$ cat config.mk
export PLATFORM = sky130hd
export DESIGN_NAME = fifo_sync_pro
export DESIGN_NICKNAME = d
export VERILOG_FILES = /design/src/rtl/fifo_sync_pro.sv
export SDC_FILE = /design/constraint.sdc
export NUM_CORES = 1
export LEC_CHECK = 0
export BUFFER_PORTS_ARGS = -buffer_cell sky130_fd_sc_hd__clkbuf_2
export CAP_MARGIN = 10
export CORE_MARGIN = 5
export CORE_UTILIZATION = 46
export CTS_CLUSTER_SIZE = 25
export DETAILED_ROUTE_END_ITERATION = 12
export GPL_ROUTABILITY_DRIVEN = 0
export PLACE_DENSITY = 0.63
export SYNTH_ARGS = -nofsm -noshare
export SYNTH_HDL_FRONTEND = slang
export SYNTH_SLANG_ARGS = --single-unit
$ cat constraint.sdc
create_clock -name clk -period 2.2 [get_ports clk]
set_input_delay 0.22 -clock clk [delete_from_list [all_inputs] [get_ports clk]]
set_output_delay 0.22 -clock clk [all_outputs]
set_load 0.01 [all_outputs]
$ cat src/rtl/fifo_sync_pro.sv
// Synchronous FIFO with count, almost/full/empty status, sticky error flags and flush.
// Show-ahead q (OUT_REG=0) or 1-cycle registered q (OUT_REG=1); writes refused at full, reads refused at empty.
module fifo_sync_pro #(
    parameter int DATA_WIDTH = 8,
    parameter int ADDR_WIDTH = 4,
    parameter bit OUT_REG    = 1'b0,
    parameter int AF_LEVEL   = (2**ADDR_WIDTH) - 2,
    parameter int AE_LEVEL   = 1
) (
    input  logic                  clk,
    input  logic                  rst,
    input  logic                  wr_req,
    input  logic [DATA_WIDTH-1:0] data,
    input  logic                  rd_req,
    input  logic                  flush,
    input  logic                  err_clr,
    output logic [DATA_WIDTH-1:0] q,
    output logic                  rd_valid,
    output logic [ADDR_WIDTH:0]   fifo_num,
    output logic                  rd_empty,
    output logic                  wr_full,
    output logic                  almost_empty,
    output logic                  almost_full,
    output logic                  overflow,
    output logic                  underflow
);

    localparam int                DEPTH   = 2**ADDR_WIDTH;
    localparam logic [31:0]       DEPTH_W = DEPTH;
    localparam logic [31:0]       AF_W    = AF_LEVEL;
    localparam logic [31:0]       AE_W    = AE_LEVEL;
    localparam logic [ADDR_WIDTH:0] DEPTH_C = DEPTH_W[ADDR_WIDTH:0];
    localparam logic [ADDR_WIDTH:0] AF_C    = AF_W[ADDR_WIDTH:0];
    localparam logic [ADDR_WIDTH:0] AE_C    = AE_W[ADDR_WIDTH:0];
    localparam logic [ADDR_WIDTH:0] CNT_ONE = {{ADDR_WIDTH{1'b0}}, 1'b1};

    logic [DATA_WIDTH-1:0] mem [DEPTH];
    logic [ADDR_WIDTH-1:0] wr_addr;
    logic [ADDR_WIDTH-1:0] rd_addr;
    logic [ADDR_WIDTH-1:0] wr_addr_next;
    logic [ADDR_WIDTH-1:0] rd_addr_next;
    logic [ADDR_WIDTH:0]   num_next;
    logic                  wr_en;
    logic                  rd_en;
    logic                  ovf_set;
    logic                  unf_set;

    // Flush takes priority over both requests; flags come from the registered count.
    assign wr_en = wr_req & ~wr_full  & ~flush;
    assign rd_en = rd_req & ~rd_empty & ~flush;

    // A write colliding with an accepted pop at full is a planned drop, not an overflow.
    assign ovf_set = wr_req & wr_full  & ~rd_en & ~flush;
    assign unf_set = rd_req & rd_empty & ~flush;

    always_comb begin
        wr_addr_next = wr_addr;
        rd_addr_next = rd_addr;
        num_next     = fifo_num;
        if (flush) begin
            wr_addr_next = '0;
            rd_addr_next = '0;
            num_next     = '0;
        end else begin
            if (wr_en) begin
                wr_addr_next = wr_addr + 1'b1;
            end
            if (rd_en) begin
                rd_addr_next = rd_addr + 1'b1;
            end
            if (wr_en && !rd_en) begin
                num_next = fifo_num + CNT_ONE;
            end else if (rd_en && !wr_en) begin
                num_next = fifo_num - CNT_ONE;
            end
        end
    end

    always_ff @(posedge clk or posedge rst) begin
        if (rst) begin
            wr_addr      <= '0;
            rd_addr      <= '0;
            fifo_num     <= '0;
            rd_empty     <= 1'b1;
            wr_full      <= 1'b0;
            almost_empty <= 1'b1;
            almost_full  <= 1'b0;
        end else begin
            wr_addr      <= wr_addr_next;
            rd_addr      <= rd_addr_next;
            fifo_num     <= num_next;
            rd_empty     <= (num_next == '0);
            wr_full      <= (num_next == DEPTH_C);
            almost_empty <= (num_next <= AE_C);
            almost_full  <= (num_next >= AF_C);
        end
    end

    always_ff @(posedge clk or posedge rst) begin
        if (rst) begin
            overflow  <= 1'b0;
            underflow <= 1'b0;
        end else begin
            overflow  <= ovf_set | (overflow  & ~err_clr);
            underflow <= unf_set | (underflow & ~err_clr);
        end
    end

    // Storage is deliberately left out of reset.
    always_ff @(posedge clk) begin
        if (wr_en) begin
            mem[wr_addr] <= data;
        end
    end

    generate
        if (OUT_REG) begin : g_out_reg
            logic [DATA_WIDTH-1:0] q_r;
            logic                  rd_valid_r;

            always_ff @(posedge clk or posedge rst) begin
                if (rst) begin
                    q_r        <= '0;
                    rd_valid_r <= 1'b0;
                end else begin
                    rd_valid_r <= rd_en;
                    if (rd_en) begin
                        q_r <= mem[rd_addr];
                    end
                end
            end

            assign q        = q_r;
            assign rd_valid = rd_valid_r;
        end else begin : g_out_comb
            assign q        = mem[rd_addr];
            assign rd_valid = rd_en;
        end
    endgenerate

endmodule
==> metrics.txt, run 1 <==
status=finished, violations left; failing checks=setup timing; RSZ-0062 raised after global routing=true; hold_sp=rd_req; Crit Path Max Fanout=7; number of global-route vias before repair=3,247; first-pass GRT wire length=19,700 um; Pins Over Slew Limit=0; core area=13,100 um^2; Buffers on Ports=33; Die Height=125 um; routed vias=3,048; Layout Nets=397; number of fill cells=994; main flop type after synthesis=edfxtp_1; Yosys top cell by area=edfxtp_1; share of the synthesized area in the top cell type=63.3%; Hold/Removal Path Class=in2reg; Seq cells post-synth=147; number of H-tree levels=4; critical path arrival=2210 ps; crit path time final=between 2000 and 2500 ps; largest net degree at the start of global routing=36; PnR worst setup slack=-233 ps; WL/cell=about 22 um; area added between synthesis and finish=18.8%; final design utilization=55.2%; worst vdd ir=between 0.0006 and 0.0007 V; Mapped Avg Cell Area=a little over 20 um^2; sw power=0.00171 W; Starting Density=46.4%; synthesized net count=between 300 and 400; Synth cell types=a little over 40; Synth area leaders=edfxtp_1 (63%), mux4_1 (13%), dfrtp_1 (7.0%); clk slew on worst S/H paths=50 ps; CP cell instances=buf_6, mux4_1, mux4_2, buf_6; global route overflow=0; Post-synth top cells=edfxtp_1 (128), mux4_1 (30), dfrtp_1 (17), and2_1 (16); CP endpoint kind=output pin; Worst Setup SP=rd_addr[0]; Worst setup SP type=flip-flop; WP data required=a little under 2000 ps; P_leak=~2.5 nW; pre-CTS WS=about 130 ps; deepest clock path buffer count=2; I/O pin count=34; Max Freq=~410 MHz; Internal=0.00571 W; max_slew headroom=50.3%; fraction of layout cells with a size suffix above 1=36.2%; most used cell, CP=buf_6; clk_lat worst skew=420 ps; sequential share of power=a little over two fifths; Post-Route WL=12,500 um; Async SR Flop Fraction=12.9%; Final Skew=about 11 ps; worst hold margin=67.0 ps; design area=between 7000 and 8000 um^2; DIE WIDTH=125 um; antenna violations before repair=2; top-count cell post-synth=edfxtp_1; Design Power=between 0.007 and 0.008 W; Num CTS Buffers=17; post-DP HPWL=7990 um; ant diodes=0; Antenna Nets Post-Route=0; Worst Max-Slew Pin Slew=around 740 ps; max_cap viols=0; Logic pwr share=between 10% and 20%; Tcrit/Tclk final=111%; Worst path max stage delay=540 ps; PwrDens=1030 nW/um^2; crit path kind=reg2out; initial DRC count=327; Clock Root Buffer=clkbuf_16; CTS tree=yes; CP bufs+invs=2; register area share after synthesis=about 70%; final setup fails=8; Die Area=15,600 um^2; Fin. Hold Viols=0; Cells after Synth=300; Synth warnings=0; Switching Share=23.1%; Top delay family on crit path=multiplexers; CTS sink cnt=147; Post-synth EDFFs=128; Via density=5.39; Critical R2R Launch=wr_full; Global Route Usage Sum=between 10% and 20%; DRT Pass-1 Iters=4; clock share of power=roughly two fifths; DRC viols=0; Crit-path slowest cell=mux4_1; Site Rows=42; Synth Cell Area=6080 um^2; placed cell areas=6680 um^2
## logic make-up (layout without fill, tap and decap cells)
group	Yosys count	after routing	share of synthesized area, %
AOI/OAI and AO/OA	14	14	1.50
xor gates and xnor gates	7	7	1.24
adders and majority gates	7	7	1.44
buffers and inverters	24	113	2.08
DFF	147	147	71.1
muxes	42	42	17.1
and+or+nand+nor	59	59	5.56
## flip-flops by register name (all words and copies together) (netlist names)
name,count
fifo_num,5
wr_full,1
underflow,1
overflow,1
wr_addr,4
almost_empty,1
rd_empty,1
mem,128
almost_full,1
rd_addr,4
## final cells by class
cell class / count / area, um^2 / area share, %
clock buffer: 20 / 437 / 6.05
clock inverter: 12 / 161 / 2.24
inverter: 9 / 33.8 / 0.468
multi-input combinational: 129 / 1520 / 21.1
sequential: 147 / 4320 / 59.9
tap: 176 / 220 / 3.05
timing repair buffer: 72 / 523 / 7.24
## power groups by stage
| stage | logic, W | registers, W | clock network, W |
|---|---|---|---|
| floorplan | 0.000808 | 0.00330 | 0 |
| global placement | 0.00118 | 0.00330 | 0 |
| detailed placement | 0.00120 | 0.00330 | 0 |
| CTS | 0.00138 | 0.00324 | 0.00297 |
| global route | 0.00140 | 0.00326 | 0.00311 |
| finish | 0.00126 | 0.00325 | 0.00292 |
## per-stage QoR
stage	std cells	TNS (ps)
after floorplan	300	0
after global placement	528	0
after detailed placement	528	0
after CTS	570	-2210
after global routing	565	-2450
final	565	-1720
## final timing paths
| path | to | slack, ps | depth (start not counted) |
|---|---|---|---|
| min in group asynchronous | wr_full | 460 | 3 |
| max in group asynchronous | rd_addr[0] | 1220 | 3 |
| max reg2reg | mem[8][2] | 220 | 4 |
| min reg2reg | overflow | 540 | 2 |
| max | q[7] | -230 | 4 |
| min | underflow | 70 | 3 |
## tightest hold or removal path: stages
cell,delay [ps]
clkbuf_2,90
nand2_1,60
o22ai_1,60
## repair_timing
action | CTS | global route
setup endpoints to repair | 8 | 8
hold buffers | 2 | 0
gates cloned | 2 | 0
hold endpoints to repair | 19 | 0
buffers inserted | 6 | 0
resized for setup | 21 | 24
## routing by layer
metal	wire length [um]	global-route usage, %
met5	27	0
met3	942	6.78
met2	6080	26.6
met4	140	5.17
met1	5260	23.4
## placed cells by master (no fill, tap or decap), drive strengths merged, types with 2 or more instances in the layout
cell type	n
inv	10
clkbuf	48
nand2b	2
nand4	3
o21ai	4
xor2	4
xnor2	2
nor4b	2
a21oi	3
dlygate4sd3	2
nor2b	4
mux4	40
dfrtp	17
clkinv	6
nand2	8
nor2	10
ha	7
dfstp	2
nor3	4
nor4	2
buf	42
and2	16
mux2	2
edfxtp	128
and3	2
bufinv	4
nand4b	2
(Power assumes the default switching activity.)
==> run 2: changes to the inputs <==
- SKIP_CTS_REPAIR_TIMING: unset -> 1
==> run 2 against run 1 <==
  * The run still ends with setup timing left
  * First-iteration DRC count shrank 24%
  * Non-clock buffer count fell by 1
  * Core utilization rose by 0.38 points
  * Via count grew 0.59%
  * Sequential share of layout area fell by 0.41 points
  * Sequential power hardly changed
  * Largest cell class unchanged
  * Largest power group unchanged
==> metrics.txt, run 2 (synthesis results as in run 1) <==
status=finished, violations left (unchanged); failing checks=setup timing (unchanged); Clock Root Buffer=clkbuf_16 (unchanged); final design utilization=55.6% (was 55.2%); CP endpoint kind=output pin (unchanged); Largest register FFs=128 (unchanged); WP data required=1980 ps (about the same); Buffers on Ports=33 (unchanged); Starting Density=46.4% (unchanged); Top delay family on crit path=multiplexers (unchanged); most frequent cells in the layout=edfxtp_1 (128), clkbuf_2 (32), buf_4 (32), mux4_2 (20), mux4_1 (20) (was edfxtp_1 (128), mux4_2 (38), buf_4 (31), clkbuf_2 (28), clkbuf_16 (17)); crit path kind=reg2out (unchanged); DRT Pass-1 Iters=4 (unchanged); PnR worst setup slack=-263 ps (was -233 ps); Fin. Hold Viols=0 (unchanged); Crit-path slowest cell=mux4_1 (unchanged); first-pass GRT wire length=18,800 um (was 19,700 um); antenna violations before repair=2 (unchanged); CTS tree=yes (unchanged); Die Height=125 um (unchanged); Tcrit/Tclk final=112% (was 111%); global route overflow=0 (unchanged); core area=13,100 um^2 (unchanged); WL/cell=21.5 um (was 22.0 um); Final Skew=10.7 ps (was 10.9 ps); DIE WIDTH=125 um (unchanged); CTS sink cnt=147 (unchanged); Antenna Nets Post-Route=0 (unchanged); Site Rows=42 (unchanged); RSZ-0062 raised after global routing=true (unchanged); Via density=5.44 (was 5.39); Worst setup SP type=flip-flop (unchanged); crit path time final=2460 ps (was 2430 ps); number of H-tree levels=4 (unchanged); routed vias=3,066 (was 3,048); critical path arrival=2240 ps (was 2210 ps); Crit Path Max Fanout=15 (was 7); clk slew on worst S/H paths=50 ps (about the same); Die Area=15,600 um^2 (unchanged); worst vdd ir=0.000673 V (was 0.000674 V); Largest Register=mem (unchanged); area added between synthesis and finish=19.7% (was 18.8%); clk_lat worst skew=420 ps (about the same); CP cell instances=buf_12, mux4_1, mux4_2, clkbuf_2 (was buf_6, mux4_1, mux4_2, buf_6); leading cell type in the layout, fill and taps excluded=edfxtp_1 (unchanged); Design Power=0.00737 W (was 0.00743 W); ant diodes=0 (unchanged); Post-Route WL=12,100 um (was 12,500 um); CP bufs+invs=2 (unchanged); largest net degree at the start of global routing=36 (unchanged); non-filler instance count after layout=564 (was 565); max_slew headroom=50.2% (was 50.3%); deepest clock path buffer count=2 (unchanged); PwrDens=1010 nW/um^2 (was 1030 nW/um^2); Worst Max-Slew Pin Slew=747 ps (was 744 ps); post-DP HPWL=7990 um (unchanged); Inst Count DP=528 (unchanged); worst hold margin=68.7 ps (was 67.0 ps); fraction of layout cells with a size suffix above 1=31.4% (was 36.2%); DRC viols=0 (unchanged); number of global-route vias before repair=3,186 (was 3,247); Global Route Usage Sum=16.7% (was 17.4%); Num CTS Buffers=17 (unchanged); Pins Over Slew Limit=0 (unchanged); final setup fails=8 (unchanged); Layout Nets=396 (was 397); max_cap viols=0 (unchanged); Hold/Removal Path Class=in2reg (unchanged); I/O pin count=34 (unchanged); initial DRC count=248 (was 327); top flop regs=mem x128, fifo_num x5 (unchanged); P_leak=2.60 nW (was 2.55 nW); Max Freq=406 MHz (was 411 MHz); Worst path max stage delay=570 ps (was 540 ps)
## run 2: cell count changes in the layout (fill, tap and decap cells not counted), sizes merged
| cell | previous run | this run |
|---|---|---|
| clkbuf | 48 | 52 |
| buf | 42 | 37 |
## run 2: metal layers
metal  wire length (um)  track usage [%]
met1               5310             22.1
met2               5960             26.0
met5                 27                0
met4                133             5.17
met3                689             6.26
## run 2: final timing paths
kind | start | endpoint | slack, ps | cells past startpoint
setup / recovery | rd_addr[0] | q[5] | -260 | 4
hold / removal | rd_req | underflow | 70 | 3
setup reg to reg | wr_full | mem[8][2] | 200 | 4
hold reg to reg | overflow | overflow | 540 | 2
max in group asynchronous | rst | rd_addr[0] | 1220 | 3
min in group asynchronous | rst | wr_full | 460 | 3
## run 2: final cells by class
| cell class | instances | area [um^2] |
|---|---|---|
| Clock inverter | 12 | 161 |
| Clock buffer | 20 | 437 |
| Fill cell | 984 | 5810 |
| Timing Repair Buffer | 71 | 505 |
| Tap cell | 176 | 220 |
| Sequential cell | 147 | 4320 |
| Inverter | 9 | 33.8 |
| Multi-Input combinational cell | 129 | 1590 |
## run 2: power by group
group,leakage (nW),internal [W],switching [W]
Clock,0.288,0.00188,0.00103
Combinational,0.909,0.000653,0.000559
Sequential,1.40,0.00316,0.0000928
Total,2.60,0.00569,0.00168
## run 2: tightest hold or removal path, cell delays in order
cell      delay (ps)
clkbuf_2          90
nand2_1           60
o22ai_1           60
## run 2: through the flow
stage                     cell area (um^2)  setup TNS (ps)  setup WS, ps
after global routing                  7270           -2460          -344
after global placement                6680               0           133
after CTS                             7270           -2340          -326
final                                 7270           -1830          -263
after detailed placement              6680               0           126
after floorplan                       6080               0           305
